--- src/rtl/biu_arb_pkg.sv ---
// ============================================================================
// Module      : biu_arb_pkg
// Description : Shared types and helpers for the BIU round-robin arbiter.
// Revision    : 1.0 - initial release
// ============================================================================
`default_nettype none

package biu_arb_pkg;

    typedef enum logic [1:0] {
        IDLE  = 2'd0,
        ISSUE = 2'd1,
        WAIT  = 2'd2
    } arb_state_t;

    // Grant index width; never narrower than one bit.
    function automatic int grant_width(input int n);
        return (n > 1) ? $clog2(n) : 1;
    endfunction

endpackage

`default_nettype wire

--- src/rtl/rr_priority_picker.sv ---
// ============================================================================
// Module      : rr_priority_picker
// Description : Combinational round-robin pick: first pending channel after last_grant.
// Revision    : 1.0 - initial release
// ============================================================================
`default_nettype none

module rr_priority_picker #(
    parameter int NUM_MASTERS = 4,
    parameter int GW          = 2
) (
    input  logic [NUM_MASTERS-1:0] pending,
    input  logic [GW-1:0]          last_grant,
    output logic [GW-1:0]          grant,
    output logic                   valid
);

    logic [2*NUM_MASTERS-1:0] dbl;
    logic [2*NUM_MASTERS-1:0] mask;

    // Doubling the vector lets a single lowest-bit search wrap past the top channel.
    always_comb begin
        dbl   = {pending, pending};
        mask  = '0;
        grant = '0;
        for (int j = 0; j < 2*NUM_MASTERS; j++) begin
            mask[j] = (j > int'(last_grant));
        end
        for (int j = 2*NUM_MASTERS-1; j >= 0; j--) begin
            if (dbl[j] && mask[j]) begin
                grant = GW'(j % NUM_MASTERS);
            end
        end
    end

    assign valid = |pending;

endmodule

`default_nettype wire

--- src/rtl/biu_rr_arbiter.sv ---
// ============================================================================
// Module      : biu_rr_arbiter
// Description : Round-robin arbiter serialising NUM_MASTERS BIU masters onto one slave.
//               Optional WAIT timeout enabled by defining BIU_ARB_TIMEOUT_EN.
// Revision    : 1.0 - initial release
// ============================================================================
`default_nettype none

module biu_rr_arbiter
    import biu_arb_pkg::*;
#(
    parameter int          ADDR_WIDTH     = 32,
    parameter int          DATA_WIDTH     = 32,
    parameter int          NUM_MASTERS    = 4,
    parameter int          TIMEOUT_CYCLES = 256,
    parameter logic [63:0] TIMEOUT_DATA   = 64'hDEADBEEF
) (
    input  logic                              clk,
    input  logic                              n_rst,
    input  logic [NUM_MASTERS*ADDR_WIDTH-1:0] m_address,
    input  logic [NUM_MASTERS*DATA_WIDTH-1:0] m_data_out,
    input  logic [NUM_MASTERS-1:0]            m_rnw,
    input  logic [NUM_MASTERS-1:0]            m_en,
    output logic [NUM_MASTERS*DATA_WIDTH-1:0] m_data_in,
    output logic [NUM_MASTERS-1:0]            m_data_valid,
    output logic [NUM_MASTERS-1:0]            m_busy,
    output logic [ADDR_WIDTH-1:0]             s_address,
    output logic [DATA_WIDTH-1:0]             s_data_in,
    output logic                              s_rnw,
    output logic                              s_en,
    input  logic [DATA_WIDTH-1:0]             s_data_out,
    input  logic                              s_data_valid,
    output logic [NUM_MASTERS-1:0]            timeout_err
);

    localparam int GW = grant_width(NUM_MASTERS);

    typedef struct packed {
        logic [ADDR_WIDTH-1:0] addr;
        logic [DATA_WIDTH-1:0] data;
        logic                  rnw;
    } req_t;

    arb_state_t                 state;
    arb_state_t                 state_nxt;
    req_t [NUM_MASTERS-1:0]     req_vec;
    logic [NUM_MASTERS-1:0]     pending;
    logic [NUM_MASTERS-1:0]     accept;
    logic [NUM_MASTERS-1:0]     done_vec;
    logic [NUM_MASTERS-1:0]     valid_q;
    logic [GW-1:0]              grant;
    logic [GW-1:0]              last_grant;
    logic [GW-1:0]              pick_grant;
    logic                       pick_valid;
    logic                       complete;
    logic                       timed_out;
    logic [DATA_WIDTH-1:0]      resp_data;

    if (NUM_MASTERS < 2) begin : g_bad_num_masters
        $error("biu_rr_arbiter: NUM_MASTERS must be at least 2");
    end
    if (TIMEOUT_CYCLES < 1) begin : g_bad_timeout
        $error("biu_rr_arbiter: TIMEOUT_CYCLES must be at least 1");
    end

    rr_priority_picker #(
        .NUM_MASTERS (NUM_MASTERS),
        .GW          (GW)
    ) u_picker (
        .pending    (pending),
        .last_grant (last_grant),
        .grant      (pick_grant),
        .valid      (pick_valid)
    );

    // A request is only accepted while the channel is idle; en during busy is dropped.
    assign accept    = m_en & ~pending;
    assign complete  = (state == WAIT) && (s_data_valid || timed_out);
    assign done_vec  = complete ? (NUM_MASTERS'(1) << grant) : '0;
    assign resp_data = timed_out ? DATA_WIDTH'(TIMEOUT_DATA) : s_data_out;

    for (genvar i = 0; i < NUM_MASTERS; i++) begin : g_ch
        req_t                  req_r;
        logic [DATA_WIDTH-1:0] rdata_r;

        always_ff @(posedge clk or negedge n_rst) begin
            if (!n_rst) begin
                req_r   <= '0;
                rdata_r <= '0;
            end else begin
                if (accept[i]) begin
                    req_r <= '{addr: m_address[i*ADDR_WIDTH +: ADDR_WIDTH],
                               data: m_data_out[i*DATA_WIDTH +: DATA_WIDTH],
                               rnw:  m_rnw[i]};
                end
                if (done_vec[i] && s_rnw) begin
                    rdata_r <= resp_data;
                end
            end
        end

        assign req_vec[i]                              = req_r;
        assign m_data_in[i*DATA_WIDTH +: DATA_WIDTH]   = rdata_r;
    end

    always_ff @(posedge clk or negedge n_rst) begin
        if (!n_rst) begin
            state <= IDLE;
        end else begin
            state <= state_nxt;
        end
    end

    always_comb begin
        state_nxt = state;
        case (state)
            IDLE:    if (pick_valid) state_nxt = ISSUE;
            ISSUE:   state_nxt = WAIT;
            WAIT:    if (complete) state_nxt = IDLE;
            default: state_nxt = IDLE;
        endcase
    end

    always_comb begin
        s_en = 1'b0;
        if (state == ISSUE) begin
            s_en = 1'b1;
        end
    end

    // Slave-side fields are loaded with the grant and stay stable through WAIT.
    always_ff @(posedge clk or negedge n_rst) begin
        if (!n_rst) begin
            grant      <= '0;
            last_grant <= GW'(NUM_MASTERS - 1);
            s_address  <= '0;
            s_data_in  <= '0;
            s_rnw      <= 1'b0;
            pending    <= '0;
            valid_q    <= '0;
        end else begin
            if (state == IDLE && pick_valid) begin
                grant     <= pick_grant;
                s_address <= req_vec[pick_grant].addr;
                s_data_in <= req_vec[pick_grant].data;
                s_rnw     <= req_vec[pick_grant].rnw;
            end
            if (complete) begin
                last_grant <= grant;
            end
            pending <= (pending | accept) & ~done_vec;
            valid_q <= done_vec;
        end
    end

    assign m_busy       = pending;
    assign m_data_valid = valid_q;

`ifdef BIU_ARB_TIMEOUT_EN
    localparam int CW = $clog2(TIMEOUT_CYCLES + 1);

    logic [CW-1:0] tmo_cnt;

    // Loaded as WAIT is entered; expiry is the cycle the count would reach zero.
    always_ff @(posedge clk or negedge n_rst) begin
        if (!n_rst) begin
            tmo_cnt     <= '0;
            timeout_err <= '0;
        end else begin
            if (state == ISSUE) begin
                tmo_cnt <= CW'(TIMEOUT_CYCLES);
            end else if (state == WAIT && tmo_cnt != '0) begin
                tmo_cnt <= tmo_cnt - CW'(1);
            end
            timeout_err <= timed_out ? done_vec : '0;
        end
    end

    assign timed_out = (state == WAIT) && !s_data_valid && (tmo_cnt <= CW'(1));
`else
    assign timed_out   = 1'b0;
    assign timeout_err = '0;
`endif

`ifndef SYNTHESIS
    always_ff @(posedge clk) begin
        if (n_rst) begin
            assert (!(|(m_en & m_busy)))
                else $error("biu_rr_arbiter: en asserted on a busy channel");
        end
    end
`endif

endmodule

`default_nettype wire

--- config.mk ---
export PLATFORM = sky130hd
export DESIGN_NAME = biu_rr_arbiter
export DESIGN_NICKNAME = d
export VERILOG_FILES = /design/src/rtl/biu_arb_pkg.sv /design/src/rtl/rr_priority_picker.sv /design/src/rtl/biu_rr_arbiter.sv
export SDC_FILE = /design/constraint.sdc
export NUM_CORES = 1
export LEC_CHECK = 0
export ABC_AREA = 1
export CAP_MARGIN = 20
export CORE_MARGIN = 2
export CORE_UTILIZATION = 45
export CTS_BUF_LIST = sky130_fd_sc_hd__clkbuf_8
export CTS_CLUSTER_DIAMETER = 80
export CTS_CLUSTER_SIZE = 24
export DETAILED_ROUTE_END_ITERATION = 10
export DONT_BUFFER_PORTS = 1
export GPL_TIMING_DRIVEN = 0
export PLACE_DENSITY = 0.57
export SYNTH_ARGS = -nofsm -noshare
export SYNTH_HDL_FRONTEND = slang
export SYNTH_HIERARCHICAL = 1
export SYNTH_SLANG_ARGS = --single-unit
--- constraint.sdc ---
create_clock -name clk -period 2.3 [get_ports clk]
set_clock_uncertainty 0.15 [all_clocks]
set_input_delay 0.23 -clock clk [delete_from_list [all_inputs] [get_ports clk]]
set_output_delay 0.23 -clock clk [all_outputs]
set_load 0.03 [all_outputs]
Word level (Yosys, flattened, before mapping)
Cells that the tools add are included.
Word-level totals
  output and inout bits: 206
  bits of input ports: 299
  memory bits (writable): 0
  register bits after elaboration: 467
  word-level logic and storage cells: 64
  memories kept: 0
  bits in latches: 0
  ROM bits: 0
Cells by class
  equal/unequal tests: 4
  $mul: 0
  bitwise logic cells: 5
  divide/modulo/power cells: 0
  order comparisons: 4
  add/subtract/negate cells: 0
  shift-type cells: 1
  reductions and logical operators: 12
  multiplexer cells: 14
Operators by type and width (count)
  65-bit binary-select mux with 2-bit select: 1
  65-bit two-way mux: 1
  2-bit two-way mux: 9
  1-bit logical AND: 9
  4-bit AND: 2
  4-bit inverter: 2
  2-bit one-hot mux with 3 select lines: 1
  2-bit > comparator (first input constant): 2
  4-bit two-way mux: 1
  2-bit inequality test (second input constant): 2
  4-bit OR: 1
  4-bit OR reduction: 1
  1-bit by 2-bit left shift with 4-bit output (first input constant): 1
  2-bit by 3-bit less-than comparator with 1-bit output (second input constant): 1
  2-bit by 1-bit == test with 1-bit output (second input constant): 1
  2-bit == test (second input constant): 1
  1-bit by 2-bit > comparator with 1-bit output (first input constant): 1
  2-bit zero test: 1
  2-bit AND reduction: 1
  1-bit two-way mux: 1

Longest topological paths before layout
  word-level depth: 9
  depth in mapped cells: 15
  mapped depth without buffers: 13

By module
The synthesis kept the hierarchy.
Modules (own cells, without submodules)
  biu_rr_arbiter: instances 1, area an instance 20056.7 sq um, cells each 2470
  rr_priority_picker: instances 1, area an instance 87.6 sq um, cells each 22

Worst setup path before layout
OpenSTA, ideal clock, no wires.
  path kind: register to register
  start: register pending[2] (netlist: m_busy[2])
  end: register s_address[10]
  slack: 299 ps
  data arrival time: 1782 ps
  stages on the path, launching flop included: 16
  clock period less this slack: 2001 ps
  library setup time: 69 ps
  data required time: 2081 ps
  path through: dfrtp_1 > inv_1 > nand2_1 > nand2_1 > nand2_1 > nand2_1 > nand2_1 > nand2_1 > buf_4 > inv_2 > buf_2 > buf_2 > nand2_1 > nand2_1 > nand3_1 > nand3_1
Between the ends
  word-level cells in the longest chain between the ends: 8
RTL lines
  from (decl): RTL line biu_rr_arbiter.sv:47  | logic [NUM_MASTERS-1:0] pending;
  from (signal assigned): RTL line biu_rr_arbiter.sv:151  | pending <= (pending | accept) & ~done_vec;
  2-bit two-way mux (4 in series): RTL line rr_priority_picker.sv:30  | if (dbl[j] && mask[j]) begin
  2-bit two-way mux * (2 in series): RTL line rr_priority_picker.sv:30
  named net pick_grant[0]: RTL line biu_rr_arbiter.sv:53  | logic [GW-1:0] pick_grant;
  65-bit binary-select mux with 2-bit select *: RTL line biu_rr_arbiter.sv:144  | s_address <= req_vec[pick_grant].addr;
  65-bit two-way mux *
  to (signal assigned): RTL line biu_rr_arbiter.sv:144
  to (decl): RTL line biu_rr_arbiter.sv:27  | output logic [ADDR_WIDTH-1:0] s_address,
Mark *: on every way through the listed nets, which the timed path passes. The rest lies on a longest branch. The select of a mux whose other input is x is not followed.
A chain may end at the register's enable or synchronous reset.

Worst setup path after layout
  start: register pending[3] (netlist: m_busy[3])
  end: register s_data_in[26]
Between the ends
  word-level cells in the longest chain between the ends: 9
RTL lines
  2-bit two-way mux (4 in series): RTL line rr_priority_picker.sv:30
  2-bit two-way mux * (3 in series): RTL line rr_priority_picker.sv:30
  named net pick_grant[0]: RTL line biu_rr_arbiter.sv:53
  65-bit binary-select mux with 2-bit select *: RTL line biu_rr_arbiter.sv:145  | s_data_in <= req_vec[pick_grant].data;
  65-bit two-way mux *
  to (signal assigned): RTL line biu_rr_arbiter.sv:145
  to (decl): RTL line biu_rr_arbiter.sv:28  | output logic [DATA_WIDTH-1:0] s_data_in,
Marked as above.

==> results_tabular.tex <==
\begin{tabular}{lr}
\hline
Metric & Value \\
\hline
\multicolumn{2}{l}{\textbf{Clocking}} \\
Clock tree from TritonCTS & built \\
Clk Latency, worst-skew pair & 690 ps \\
Number of H-tree levels & 1 \\
Bufs on Longest Clock Path & 3 \\
Worst-path clk slew & 140 ps \\
Hold buffer count at cts & 320 \\
Number of sinks on the clock net & 467 \\
Clock root cell & sky130\_fd\_sc\_hd\_\_clkbuf\_8 \\
Num CTS Buffers & 30 \\
\multicolumn{2}{l}{\textbf{Timing}} \\
Final hold slack & -930 ps \\
Final critical-path share of the clock period & 0.968 \\
Minimum period implied by the final worst setup slack & 2230 ps \\
Pins Over Slew Limit & 0 \\
Worst-Margin Slew & 851 ps \\
Maximum clock frequency & 449 MHz \\
Setup TNS after final layout & 0 ps \\
Final setup violation count & 0 \\
Rel. slew slack & 0.433 \\
RSZ-0062 raised after global routing & yes \\
Final count of hold timing violations & 467 \\
\multicolumn{2}{l}{\textbf{Placement}} \\
Placed cell count & 3087 \\
DP HPWL & 51100 um \\
Final estimated routing congestion in global placement & 0.865 \\
IO buf count & 0 \\
Post-placement cell area & 20900 um\^{}2 \\
\multicolumn{2}{l}{\textbf{Floorplan}} \\
Row count & 77 \\
Height of the die & 216 um \\
Die X & 216 um \\
Starting density of the core & 0.456 \\
I/O pin cnt & 505 \\
Area of the core & 44200 um\^{}2 \\
Die area & 46500 um\^{}2 \\
\multicolumn{2}{l}{\textbf{Critical path}} \\
Critical path arrival & 2700 ps \\
Highest net fanout along the worst path & 10 \\
Req. time, crit path & 2780 ps \\
FF-to-FF Start & m\_busy[3]\$\_DFF\_PN0\_ \\
Critical path startpoint category & register \\
Critical path class & reg -> reg \\
Launch point of the worst path & m\_busy[3]\$\_DFF\_PN0\_ \\
Worst Setup End Kind & register \\
\multicolumn{2}{l}{\textbf{Power}} \\
Power density of the placed cells & 1370 nW/um\^{}2 \\
Standby leakage power & 13.1 nW \\
Power after layout & 34.4 mW \\
Maximum VDD drop & 0.619 mV \\
\multicolumn{2}{l}{\textbf{Final layout}} \\
Post-Layout Cell Count & 3477 \\
Area Overhead vs Synth & 24.9\% \\
Post-route design area & 25200 um\^{}2 \\
Most common cell after layout, fill and taps aside & sky130\_fd\_sc\_hd\_\_nand2\_1 \\
Layout cells sized above 1 & 0.0671 \\
Commonest non-fill, non-tap cells in the layout & sky130\_fd\_sc\_hd\_\_nand2\_1, sky130\_fd\_sc\_hd\_\_dfrtp\_1, sky130\_fd\_sc\_hd\_\_nand3\_1, sky130\_fd\_sc\_hd\_\_dlygate4sd3\_1, sky130\_fd\_sc\_hd\_\_nor2\_1 \\
Post-layout utilization of the core & 0.569 \\
Number of nets in the layout & 3152 \\
\multicolumn{2}{l}{\textbf{Status}} \\
Run status & finished with violations \\
Failing checks & hold timing \\
\multicolumn{2}{l}{\textbf{Global route}} \\
Total track usage & 0.305 \\
Wire length of the first global-routing pass & 109000 um \\
Number of antenna violations at the first check in global routing & 10 \\
Pin count of the biggest net entering global routing & 468 \\
Total congestion overflow & 0 \\
Via count of the first global-routing pass & 18.1k \\
\multicolumn{2}{l}{\textbf{Synth}} \\
Xor/xnor cell area share of the yosys netlist & 0 \\
Arithmetic-cell share of the synthesized area counting full adders, half adders and majority gates & 0 \\
Mux share of post-synthesis cell area & 0 \\
Cell type with the largest total area after synthesis & sky130\_fd\_sc\_hd\_\_dfrtp\_1 \\
Synth area leaders & sky130\_fd\_sc\_hd\_\_dfrtp\_1, sky130\_fd\_sc\_hd\_\_nand2\_1, sky130\_fd\_sc\_hd\_\_nand3\_1 \\
Top-area cell type share of the netlist area & 0.578 \\
Number of warnings printed during yosys synthesis & 6 \\
Total of flip-flops plus latches after synthesis & 467 \\
Share of synthesized area occupied by flip-flops and latches & 0.580 \\
Average instance area after synthesis & 8.08 um\^{}2 \\
Number of instances in the synthesized netlist & 2492 \\
Post-synthesis instance area & 20100 um\^{}2 \\
Synth Area in Simple Gates & 0.309 \\
Dominant combinational cell family by area after synthesis & simple AND/OR/NAND/NOR gates \\
Complex-gate fraction of the synthesized area & 0.0442 \\
Post-synthesis cell type count & 19 \\
\multicolumn{2}{l}{\textbf{Routing}} \\
Routed vias & 18.2k \\
Post-detailed-route DRC marker count & 0 \\
Total wire length & 71400 um \\
Detailed Routing Iterations Pass 1 & 6 \\
Number of antenna-violating nets in the routed design & 0 \\
Drt initial violations & 1781 \\
Routed WL per cell & 20.5 um \\
Ratio of routed vias to standard cells & 5.25 \\
\multicolumn{2}{l}{\textbf{Job}} \\
Max-capacitance violation count & 0 \\
\multicolumn{2}{l}{\textbf{Min path}} \\
Path category of the worst min-delay check & in -> async \\
\hline
\end{tabular}
[state kept, by name, indices dropped and copies added, names as in the netlist]
signal,cells
last_grant,2
m_busy,4
s_rnw,1
state,2
grant,2
g_ch.rdata_r,128
m_data_valid,4
g_ch.req_r,260
s_data_in,32
s_address,32
[worst paths after layout]
check	to	slack, ps	depth (start not counted)
max in group asynchronous	g_ch[2].req_r[34]$_DFFE_PN0P_	2220	0
worst min register to register	g_ch[1].req_r[10]$_DFFE_PN0P_	340	2
worst max register to register	s_data_in[26]$_DFFE_PN0P_	70	14
min in group clk	g_ch[3].req_r[28]$_DFFE_PN0P_	60	3
worst min-delay path	s_address[23]$_DFFE_PN0P_	-930	0
worst max-delay path	s_data_in[26]$_DFFE_PN0P_	70	14
[repair_timing]
item / 4_1_cts / 5_1_grt
resized for setup: 65 / 46
endpoints found under the hold margin: 866 / 467
endpoints found under the setup margin: 309 / 69
buffers inserted: 5 / 1
pin swaps: 2 / 1
[critical path, stage by stage, from the launching register on]
cell	delay, ps
sky130_fd_sc_hd__dfrtp_4	620
sky130_fd_sc_hd__nand2_1	100
sky130_fd_sc_hd__nand2_1	50
sky130_fd_sc_hd__nand2_1	60
sky130_fd_sc_hd__nand2_1	50
sky130_fd_sc_hd__nand2_1	90
sky130_fd_sc_hd__nand2_4	90
sky130_fd_sc_hd__buf_12	170
sky130_fd_sc_hd__inv_8	90
sky130_fd_sc_hd__buf_12	130
sky130_fd_sc_hd__buf_8	130
sky130_fd_sc_hd__nand2_1	80
sky130_fd_sc_hd__nand2_1	70
sky130_fd_sc_hd__nand3_1	120
sky130_fd_sc_hd__nand3_1	130
[cell type report]
| class | instances | area, um^2 |
|---|---|---|
| fill | 4110 | 19100 |
| sequential | 467 | 11700 |
| multi-input combinational | 1704 | 7200 |
| timing repair buffer | 326 | 3260 |
| buffer | 164 | 890 |
| tap | 592 | 741 |
| inverter | 160 | 614 |
| clock buffer | 32 | 440 |
| clock inverter | 23 | 289 |
| antenna | 9 | 22.5 |
[per-layer routing]
layer,GRT usage,share of wire,vias up
met5,0,0.00020,-
met4,0.0671,0.019,4
met3,0.0637,0.078,89
met2,0.486,0.47,694
met1,0.431,0.44,8928
li1,-,-,8525
[stage by stage]
step           hold WS, ps  worst slack (ps)
5_1_grt               -965             -7.11
3_5_place_dp          -207              -845
4_1_cts               -970              6.19
3_3_place_gp          -205              -819
2_1_floorplan         -216               299
6_report              -930              74.2
[power by group]
group / switching [mW] / internal (mW) / total [mW]
clock network: 3.12 / 1.70 / 4.82
registers: 4.81 / 11.7 / 16.5
logic: 8.48 / 4.56 / 13.0
[cell usage after synthesis]
| cell | number |
|---|---|
| sky130_fd_sc_hd__a21oi_1 | 146 |
| sky130_fd_sc_hd__a21boi_1 | 1 |
| sky130_fd_sc_hd__conb_1 | 1 |
| sky130_fd_sc_hd__inv_2 | 2 |
| sky130_fd_sc_hd__clkinv_1 | 3 |
| sky130_fd_sc_hd__nor2_1 | 159 |
| sky130_fd_sc_hd__dfrtp_1 | 465 |
| sky130_fd_sc_hd__buf_2 | 71 |
| sky130_fd_sc_hd__nand3_1 | 378 |
| sky130_fd_sc_hd__o21ai_0 | 29 |
| sky130_fd_sc_hd__nand2_1 | 981 |
| sky130_fd_sc_hd__buf_4 | 6 |
| sky130_fd_sc_hd__dfstp_2 | 2 |
| sky130_fd_sc_hd__buf_1 | 13 |
| sky130_fd_sc_hd__inv_1 | 155 |
| sky130_fd_sc_hd__o21bai_1 | 1 |
| sky130_fd_sc_hd__nor2_4 | 4 |
| sky130_fd_sc_hd__nand3_4 | 1 |
| sky130_fd_sc_hd__clkbuf_1 | 74 |
[cells by family (layout without fill, tap and decap cells)]
| kind of cell | Yosys count | count (layout) |
|---|---|---|
| compound gates | 177 | 177 |
| buf+inv | 324 | 705 |
| flops | 467 | 467 |
| other cells | 1 | 13 |
| simple gates | 1523 | 1523 |
No activity file was read; power rests on OpenSTA's default activity.
